===== config.mk =====
export PLATFORM = sky130hd
export DESIGN_NAME = regfile_op_sequencer
export DESIGN_NICKNAME = d
export VERILOG_FILES = /design/src/rtl/regfile_op_sequencer.sv
export SDC_FILE = /design/constraint.sdc
export NUM_CORES = 1
export LEC_CHECK = 0
export CORE_ASPECT_RATIO = 0.7
export CORE_MARGIN = 4
export CORE_UTILIZATION = 25
export DETAILED_ROUTE_END_ITERATION = 7
export PLACE_DENSITY_LB_ADDON = 0.05
export SYNTH_ARGS = -nofsm -noshare
export SYNTH_HDL_FRONTEND = slang
export SYNTH_SLANG_ARGS = --single-unit

===== constraint.sdc =====
create_clock -name clk -period 5.5 [get_ports clk]
set_clock_uncertainty 0.15 [all_clocks]
set_input_delay 1.1 -clock clk [delete_from_list [all_inputs] [get_ports clk]]
set_output_delay 1.1 -clock clk [all_outputs]
set_load 0.005 [all_outputs]

===== src/rtl/regfile_op_sequencer.sv =====
// Command sequencer for a 4x8 register file: fetch ra, fetch rb, execute ALU op, write back to rd.
// Optional build macro RF_SEQ_DUP_READ_SKIP_EN: when ra==rb the second read cycle is skipped.
module regfile_op_sequencer #(
  parameter int DATA_W = 8,
  parameter int ADDR_W = 2
) (
  input  logic              clk,
  input  logic              reset,
  input  logic              cmd_valid,
  output logic              cmd_ready,
  input  logic [1:0]        cmd_op,
  input  logic [ADDR_W-1:0] cmd_rd,
  input  logic [ADDR_W-1:0] cmd_ra,
  input  logic [ADDR_W-1:0] cmd_rb,
  output logic [ADDR_W-1:0] rf_raddr,
  input  logic [DATA_W-1:0] rf_rdata,
  output logic              rf_we,
  output logic [ADDR_W-1:0] rf_waddr,
  output logic [DATA_W-1:0] rf_wdata,
  output logic              done,
  output logic [DATA_W-1:0] result,
  output logic              flag_z,
  output logic              flag_n,
  output logic              flag_v
);

  typedef enum logic [2:0] {S_IDLE, S_RD_A, S_RD_B, S_EXEC, S_WB} state_t;
  typedef enum logic [1:0] {OP_ADD, OP_SUB, OP_AND, OP_MOV} op_t;

`ifdef RF_SEQ_DUP_READ_SKIP_EN
  localparam bit DUP_SKIP = 1'b1;
`else
  localparam bit DUP_SKIP = 1'b0;
`endif

  state_t              r_state;
  op_t                 r_op;
  logic [ADDR_W-1:0]   r_rd;
  logic [ADDR_W-1:0]   r_rb;
  logic [DATA_W-1:0]   r_a;
  logic [DATA_W-1:0]   r_b;
  logic                r_ready;
  logic [ADDR_W-1:0]   r_raddr;
  logic                r_we;
  logic [ADDR_W-1:0]   r_waddr;
  logic [DATA_W-1:0]   r_wdata;
  logic                r_done;
  logic [DATA_W-1:0]   r_result;
  logic                r_z;
  logic                r_n;
  logic                r_v;

  logic [DATA_W-1:0]   w_alu;
  logic                w_v;

  // NOTE: every combinational output gets a default first so no path can infer a latch.
  always_comb begin
    w_alu = r_b;
    w_v   = 1'b0;
    case (r_op)
      OP_ADD: begin
        w_alu = r_a + r_b;
        w_v   = (r_a[DATA_W-1] == r_b[DATA_W-1]) && (w_alu[DATA_W-1] != r_a[DATA_W-1]);
      end
      OP_SUB: begin
        w_alu = r_a - r_b;
        w_v   = (r_a[DATA_W-1] != r_b[DATA_W-1]) && (w_alu[DATA_W-1] != r_a[DATA_W-1]);
      end
      OP_AND:  w_alu = r_a & r_b;
      OP_MOV:  w_alu = r_b;
      default: w_alu = r_b;
    endcase
  end

  // NOTE: all state uses non-blocking assignments so every register samples pre-edge values.
  always_ff @(posedge clk or posedge reset) begin
    if (reset) begin
      r_state  <= S_IDLE;
      r_op     <= OP_ADD;
      r_rd     <= '0;
      r_rb     <= '0;
      r_a      <= '0;
      r_b      <= '0;
      r_ready  <= 1'b1;
      r_raddr  <= '0;
      r_we     <= 1'b0;
      r_waddr  <= '0;
      r_wdata  <= '0;
      r_done   <= 1'b0;
      r_result <= '0;
      r_z      <= 1'b0;
      r_n      <= 1'b0;
      r_v      <= 1'b0;
    end else begin
      r_we   <= 1'b0;
      r_done <= 1'b0;
      case (r_state)
        S_IDLE: begin
          if (cmd_valid && r_ready) begin
            r_op    <= op_t'(cmd_op);
            r_rd    <= cmd_rd;
            r_rb    <= cmd_rb;
            r_raddr <= cmd_ra;
            r_ready <= 1'b0;
            r_state <= S_RD_A;
          end
        end
        S_RD_A: begin
          r_a <= rf_rdata;
          // r_raddr still holds ra here, so it doubles as the duplicate-operand compare
          if (DUP_SKIP && (r_raddr == r_rb)) begin
            r_b     <= rf_rdata;
            r_state <= S_EXEC;
          end else begin
            r_raddr <= r_rb;
            r_state <= S_RD_B;
          end
        end
        S_RD_B: begin
          r_b     <= rf_rdata;
          r_state <= S_EXEC;
        end
        S_EXEC: begin
          r_result <= w_alu;
          r_z      <= (w_alu == '0);
          r_n      <= w_alu[DATA_W-1];
          r_v      <= w_v;
          r_we     <= 1'b1;
          r_done   <= 1'b1;
          r_waddr  <= r_rd;
          r_wdata  <= w_alu;
          r_state  <= S_WB;
        end
        S_WB: begin
          r_ready <= 1'b1;
          r_state <= S_IDLE;
        end
        default: begin
          r_ready <= 1'b1;
          r_state <= S_IDLE;
        end
      endcase
    end
  end

  assign cmd_ready = r_ready;
  assign rf_raddr  = r_raddr;
  assign rf_we     = r_we;
  assign rf_waddr  = r_waddr;
  assign rf_wdata  = r_wdata;
  assign done      = r_done;
  assign result    = r_result;
  assign flag_z    = r_z;
  assign flag_n    = r_n;
  assign flag_v    = r_v;

endmodule


==> results_dict.tcl, run 1 <==
set metrics [dict create \
    status "finished, final reports clean" \
    firstDrtPassIters 4 \
    port_buffers 44 \
    wl_per_cell_um 15.3 \
    grt_pass1_wl_um 10900 \
    max_stage_delay_ns 0.88 \
    synth_cell_types 54 \
    worstHoldStart "r_rd[0]" \
    diodes 0 \
    fin_cells 438 \
    synth_seq_cells 41 \
    grt_max_degree 42 \
    clock_latency_ns 0.29 \
    gp_congestion 0.796 \
    clock_path_buffers 2 \
    critical_path_required_ns 5.52 \
    coreArea_mm2 0.0104 \
    rows 31 \
    via_per_inst 4.56 \
    die-area_mm2 0.0124 \
    r2r_cells 9 \
    drc_errors 0 \
    start_util_pct 25.6 \
    endpoint_kind "flip-flop" \
    cp_cell_sequence "clkdlybuf4s50_1, nand2_1, nor4_2, mux2_2" \
    cts-root-buf "clkbuf_16" \
    final_common_cell "clkdlybuf4s50_1" \
    worstSetupEndpoint "r_rb[0]" \
    clock-sinks 41 \
    drt-total-wl_um 6720 \
    design_area_mm2 0.00328 \
    timing.hold.ws_ns 0.321 \
    grtUsageMet1_pct 16.7 \
    synth-edff-count 0 \
    rsz0062_at_grt "no" \
    yosys.area.top_type "dfrtp_1" \
    r2r_start "r_b[1]" \
    die_y_um 94.2 \
    timing.final.crit_share_pct 53.1 \
    final_nets 342 \
    worst_pin_slew_ns 1.18 \
    antenna_found_initial 0 \
    crit_type "input pin to flip-flop" \
    cp-start-kind "input pin" \
    cts_resized 0 \
    critical_path.max_fanout 10 \
    drive_gt1_share_pct 13.1 \
    leakagePower_nw 1.37 \
    syn_to_final_growth_pct 23.6 \
    post-route-min-period_ns 2.92 \
    drtIter0Drc 127 \
    synth_area_mm2 0.00265 \
    critPathTopFamily "simple AND/OR/NAND/NOR gates" \
    postCtsHoldBufs 0 \
    crit_buf_inv 1 \
    cp_num_cells 4 \
    grt.overflow.total 0 \
    synth-main-ff-cell "dfrtp_1" \
    synth.avg_cell_area_um2 9.79 \
    synth.area.top_cells "dfrtp_1 38%, mux2_2 8.1%, ha_1 7.5%" \
    grt_pass1_vias 1916 \
    grt.busiest_layer "met1" \
    arrival_ns 2.95 \
    crit_start "cmd_valid" \
    placedCellCount 430 \
    max_freq_ghz 0.342 \
    cts.clk_slew.worst_paths_ns 0.06 \
    rr_endpoint "flag_z" \
    hold_viol 0 \
    syn_inst 271 \
    drv_cap 0 \
    yosysTopAreaCellShare_pct 37.7 \
    ys_warn_count 0 \
    synth_nets 308 \
    hold_class "flip-flop to flip-flop" \
    peakVddDrop_uv 180 \
    powerDensity_mw_per_mm2 716 \
    grt.met3_usage_pct 3.05 \
    relSlewSlack_pct 20.6 \
    layout_common_cells "44 x clkdlybuf4s50_1, 40 x dfrtp_1, 38 x nand2_1, 19 x mux2_2, 19 x o21ai_0" \
    regToRegSetupSlack_ns 2.63 \
    seq_area_frac_synth_pct 38.7 \
    antenna_left 0 \
    synthArstFlopShare_pct 100 \
    setup_viol 0 \
    cp_slowest_cell "nor4_2" \
    die_w_um 131 \
    hpwl_um 4900 \
    tns_ns 0 \
    placed_cell_area_mm2 0.00310 \
    postCtsSetupBuffers 0 \
    cts_buffers 5 \
    grtUsageMet2_pct 15.8 \
    cts_tree "yes" \
    track_usage_pct 11.3 \
    io_pins 45 \
    vias 1998 \
    drv_slew 0 \
    h-tree-depth 2 \
]
[area by class of cell]
cell class,instances,area (µm²)
clock buffers,6,139
inverters,17,63.8
clock inverters,2,37.5
multi-input cells,192,1380
flip-flops and latches,41,1030
repair buffers,48,470
fillers,1065,7080
well taps,132,165
[report_power, final]
group | switching, mW | total (mW) | internal (mW)
Clock | 0.135 | 0.362 | 0.227
Sequential | 0.141 | 0.591 | 0.450
Combinational | 0.718 | 1.40 | 0.678
Total | 0.994 | 2.35 | 1.36
[tightest hold or removal path, cell delays in order (launching register included)]
cell,delay [ns]
dfrtp_1,0.34
nand2_1,0.05
nand2_1,0.05
[cell usage after synthesis, types with 3 or more instances]
library cell	number
xnor2_1	5
mux2i_1	4
o22ai_1	3
o21ai_0	19
nor3b_1	4
inv_1	17
ha_1	16
nor2_1	16
nand3_1	4
mux2_2	19
nand2b_1	7
nand2_1	38
buf_4	11
dfrtp_1	40
a21oi_1	9
clkbuf_1	3
o31ai_1	3
nor3_1	7
[how the worst min path moves through the flow]
stage / depth (start not counted) / endpoint / slack [ns]
3_5_place_dp: 2 / rf_waddr[0] / 0.30
4_1_cts: 2 / rf_waddr[0] / 0.32
5_1_grt: 2 / rf_waddr[0] / 0.35
2_1_floorplan: 2 / rf_waddr[0] / 0.28
6_report: 2 / rf_waddr[0] / 0.32
3_3_place_gp: 2 / rf_waddr[1] / 0.31
[sequential cells by signal, indices dropped and copies added, names as in the netlist]
name	count
r_a	8
r_b	8
result	8
r_state	3
r_op	2
r_rb	2
r_rd	2
rf_raddr	2
rf_waddr	2
cmd_ready	1
done	1
flag_v	1
flag_z	1
[metrics by stage]
stage / utilization, % / setup slack, ns / power, mW
5_1_grt: 31.7 / 2.35 / 2.57
4_1_cts: 31.7 / 2.55 / 2.38
3_5_place_dp: 30.0 / 2.24 / 2.01
6_report: 31.7 / 2.58 / 2.35
3_3_place_gp: 30.0 / 2.26 / 2.01
2_1_floorplan: - / 2.99 / 1.65
[routing by layer]
| layer | wire length, µm | vias up |
|---|---|---|
| met2 | 2700 | 44 |
| met1 | 3630 | 938 |
| met3 | 299 | 10 |
| met4 | 85 | 0 |
| met5 | 0 | - |
| li1 | - | 1006 |
[logic make-up (layout without fill, tap and decap cells)]
group                    Yosys count  count (layout)  synth area share, %
XOR/XNOR                           5               5                 1.65
flip-flops                        41              41                 38.7
buffers and inverters             38              73                 9.62
adder cells (fa/ha/maj)           18              18                 9.05
multiplexers                      25              25                 10.4
AND/OR/NAND/NOR                   86              86                 15.5
AO/OA/AOI/OAI                     58              58                 15.1
Note: power is estimated with default switching activity, not from simulation.
==> inputs of run 2 (changes only) <==
==> constraint.sdc (replaced) <==
create_clock -name clk -period 2.89 [get_ports clk]
set_clock_uncertainty 0.15 [all_clocks]
set_input_delay 0.578 -clock clk [delete_from_list [all_inputs] [get_ports clk]]
set_output_delay 0.578 -clock clk [all_outputs]
set_load 0.005 [all_outputs]
==> run 2 against run 1 <==
Compared with the run above:
- cell count is 2.1% higher
- total power rose by 93%
- wire length down 1.2%
- count of clock-buffer cells in the layout unchanged
- global-route usage fell by 0.13 points
- sequential cell count is the same
- critical path type is now flip-flop to flip-flop
- largest cell class unchanged
==> results_dict.tcl, run 2 (synthesis results as in run 1) <==
set metrics [dict create \
    start_util_pct 25.6 \
    max_freq_ghz 0.366 \
    die-area_mm2 0.0124 \
    drtIter0Drc 43 \
    cp_cell_sequence "ha_1, nand2b_1, a221oi_1, buf_4, nor3_1, a311o_1, a221oi_1, or4_1, o21ai_1" \
    relSlewSlack_pct 50.9 \
    cp-start-kind "flip-flop" \
    drv_cap 0 \
    crit_buf_inv 1 \
    via_per_inst 4.55 \
    track_usage_pct 11.1 \
    endpoint_kind "flip-flop" \
    leakagePower_nw 1.42 \
    hold_class "flip-flop to flip-flop" \
    crit_top_cell "a221oi_1" \
    syn_to_final_growth_pct 26.2 \
    cts-root-buf "clkbuf_16" \
    antenna_left 0 \
    h-tree-depth 2 \
    die_w_um 131 \
    peakVddDrop_uv 304 \
    critical_path_required_ns 2.91 \
    rsz0062_at_grt "no" \
    post-place-ws_ns 0.179 \
    timing.final.crit_share_pct 94.6 \
    crit_type "flip-flop to flip-flop" \
    antenna_found_initial 0 \
    power.total_mw 4.53 \
    hpwl_um 5040 \
    clock_path_buffers 2 \
    coreArea_mm2 0.0104 \
    drive_gt1_share_pct 15.6 \
    status "finished, final reports clean" \
    wl_per_cell_um 14.9 \
    tns_ns 0 \
    grt_max_degree 28 \
    cts.clk_slew.worst_paths_ns 0.06 \
    clock_latency_ns 0.28 \
    drt-total-wl_um 6640 \
    fin_util_pct 32.3 \
    design_area_mm2 0.00335 \
    grt_pass1_wl_um 10900 \
    hold_viol 0 \
    placed_cell_area_mm2 0.00318 \
    final_nets 351 \
    cp_slowest_cell "dfrtp_1" \
    grt.overflow.total 0 \
    drc_errors 0 \
    regToRegSetupSlack_ns 0.16 \
    critPathTopFamily "compound AO/OA/AOI/OAI gates" \
    layout_common_cells "44 x clkdlybuf4s50_1, 40 x dfrtp_1, 38 x nand2_1, 19 x mux2_2, 18 x o21ai_0" \
    drv_slew 0 \
    post-route-min-period_ns 2.73 \
    max_stage_delay_ns 0.46 \
    cts_tree "yes" \
    clock-sinks 41 \
    setup_viol 0 \
    powerDensity_mw_per_mm2 1350 \
    fillers 1084 \
    grt_pass1_vias 2043 \
    setup_ws_ns 0.157 \
    port_buffers 44 \
    gp_congestion 0.780 \
    die_y_um 94.2 \
    io_pins 45 \
    diodes 0 \
    firstDrtPassIters 4 \
    critical_path.max_fanout 5 \
    rows 31 \
    final_common_cell "clkdlybuf4s50_1" \
    worst_pin_slew_ns 0.732 \
    vias 2033 \
    cts_buffers 5 \
    arrival_ns 2.75 \
]
==> run 2: changes by cell type in the layout (fill, tap and decap cells not counted), sizes merged <==
cell and change:
clkinvlp -1, buf +9, clkinv +1
==> run 2: final timing paths <==
check                      cells past startpoint     endpoint     from
setup / recovery                               9       flag_z   r_a[1]
hold / removal                                 2  rf_waddr[0]  r_rd[0]
setup reg to reg                               9       flag_z   r_a[1]
hold reg to reg                                2  rf_waddr[0]  r_rd[0]
max in group asynchronous                      3       r_b[2]    reset
min in group asynchronous                      2  rf_waddr[0]    reset
==> run 2: where the power goes <==
part	internal (mW)	total (mW)	leakage [nW]	switching, mW
clock network	0.407	0.635	0.0808	0.229
registers	0.858	1.12	0.503	0.260
logic	1.39	2.78	0.832	1.39
total	2.66	4.53	1.42	1.88
==> run 2: tightest hold or removal path: cells and delay by family (launching register included) <==
kind	cells	cell delay (ns)
flip-flops	1	0.34
AND/OR/NAND/NOR	2	0.10
==> run 2: cell type report <==
type	instances	area (µm²)	area share, %
clock buffer	6	129	3.85
clock inverter	2	35.0	1.05
inverter	17	63.8	1.91
sequential	41	1030	30.7
tap	132	165	4.93
timing repair buffer	57	551	16.4
multi-input combinational	192	1380	41.2
==> run 2: routing by layer <==
metal	up-vias	track usage (%)	share of wire (%)
met5	-	0	0
met4	0	2.88	1.1
met3	6	2.73	2.8
met2	34	17.1	43
met1	972	15.6	53
li1	1021	-	-
==> run 2: repair_timing <==
item                       4_1_cts  5_1_grt
setup endpoints to repair        0        1
setup buffers                    0        0
hold buffers                     0        0
resized for setup                0        2
==> run 2: stage by stage <==
step                      cells  hold WS, ns
after floorplan             271        0.285
after global placement      439        0.305
after detailed placement    439        0.305
after CTS                   447        0.321
after global routing        447        0.348
final                       447        0.317
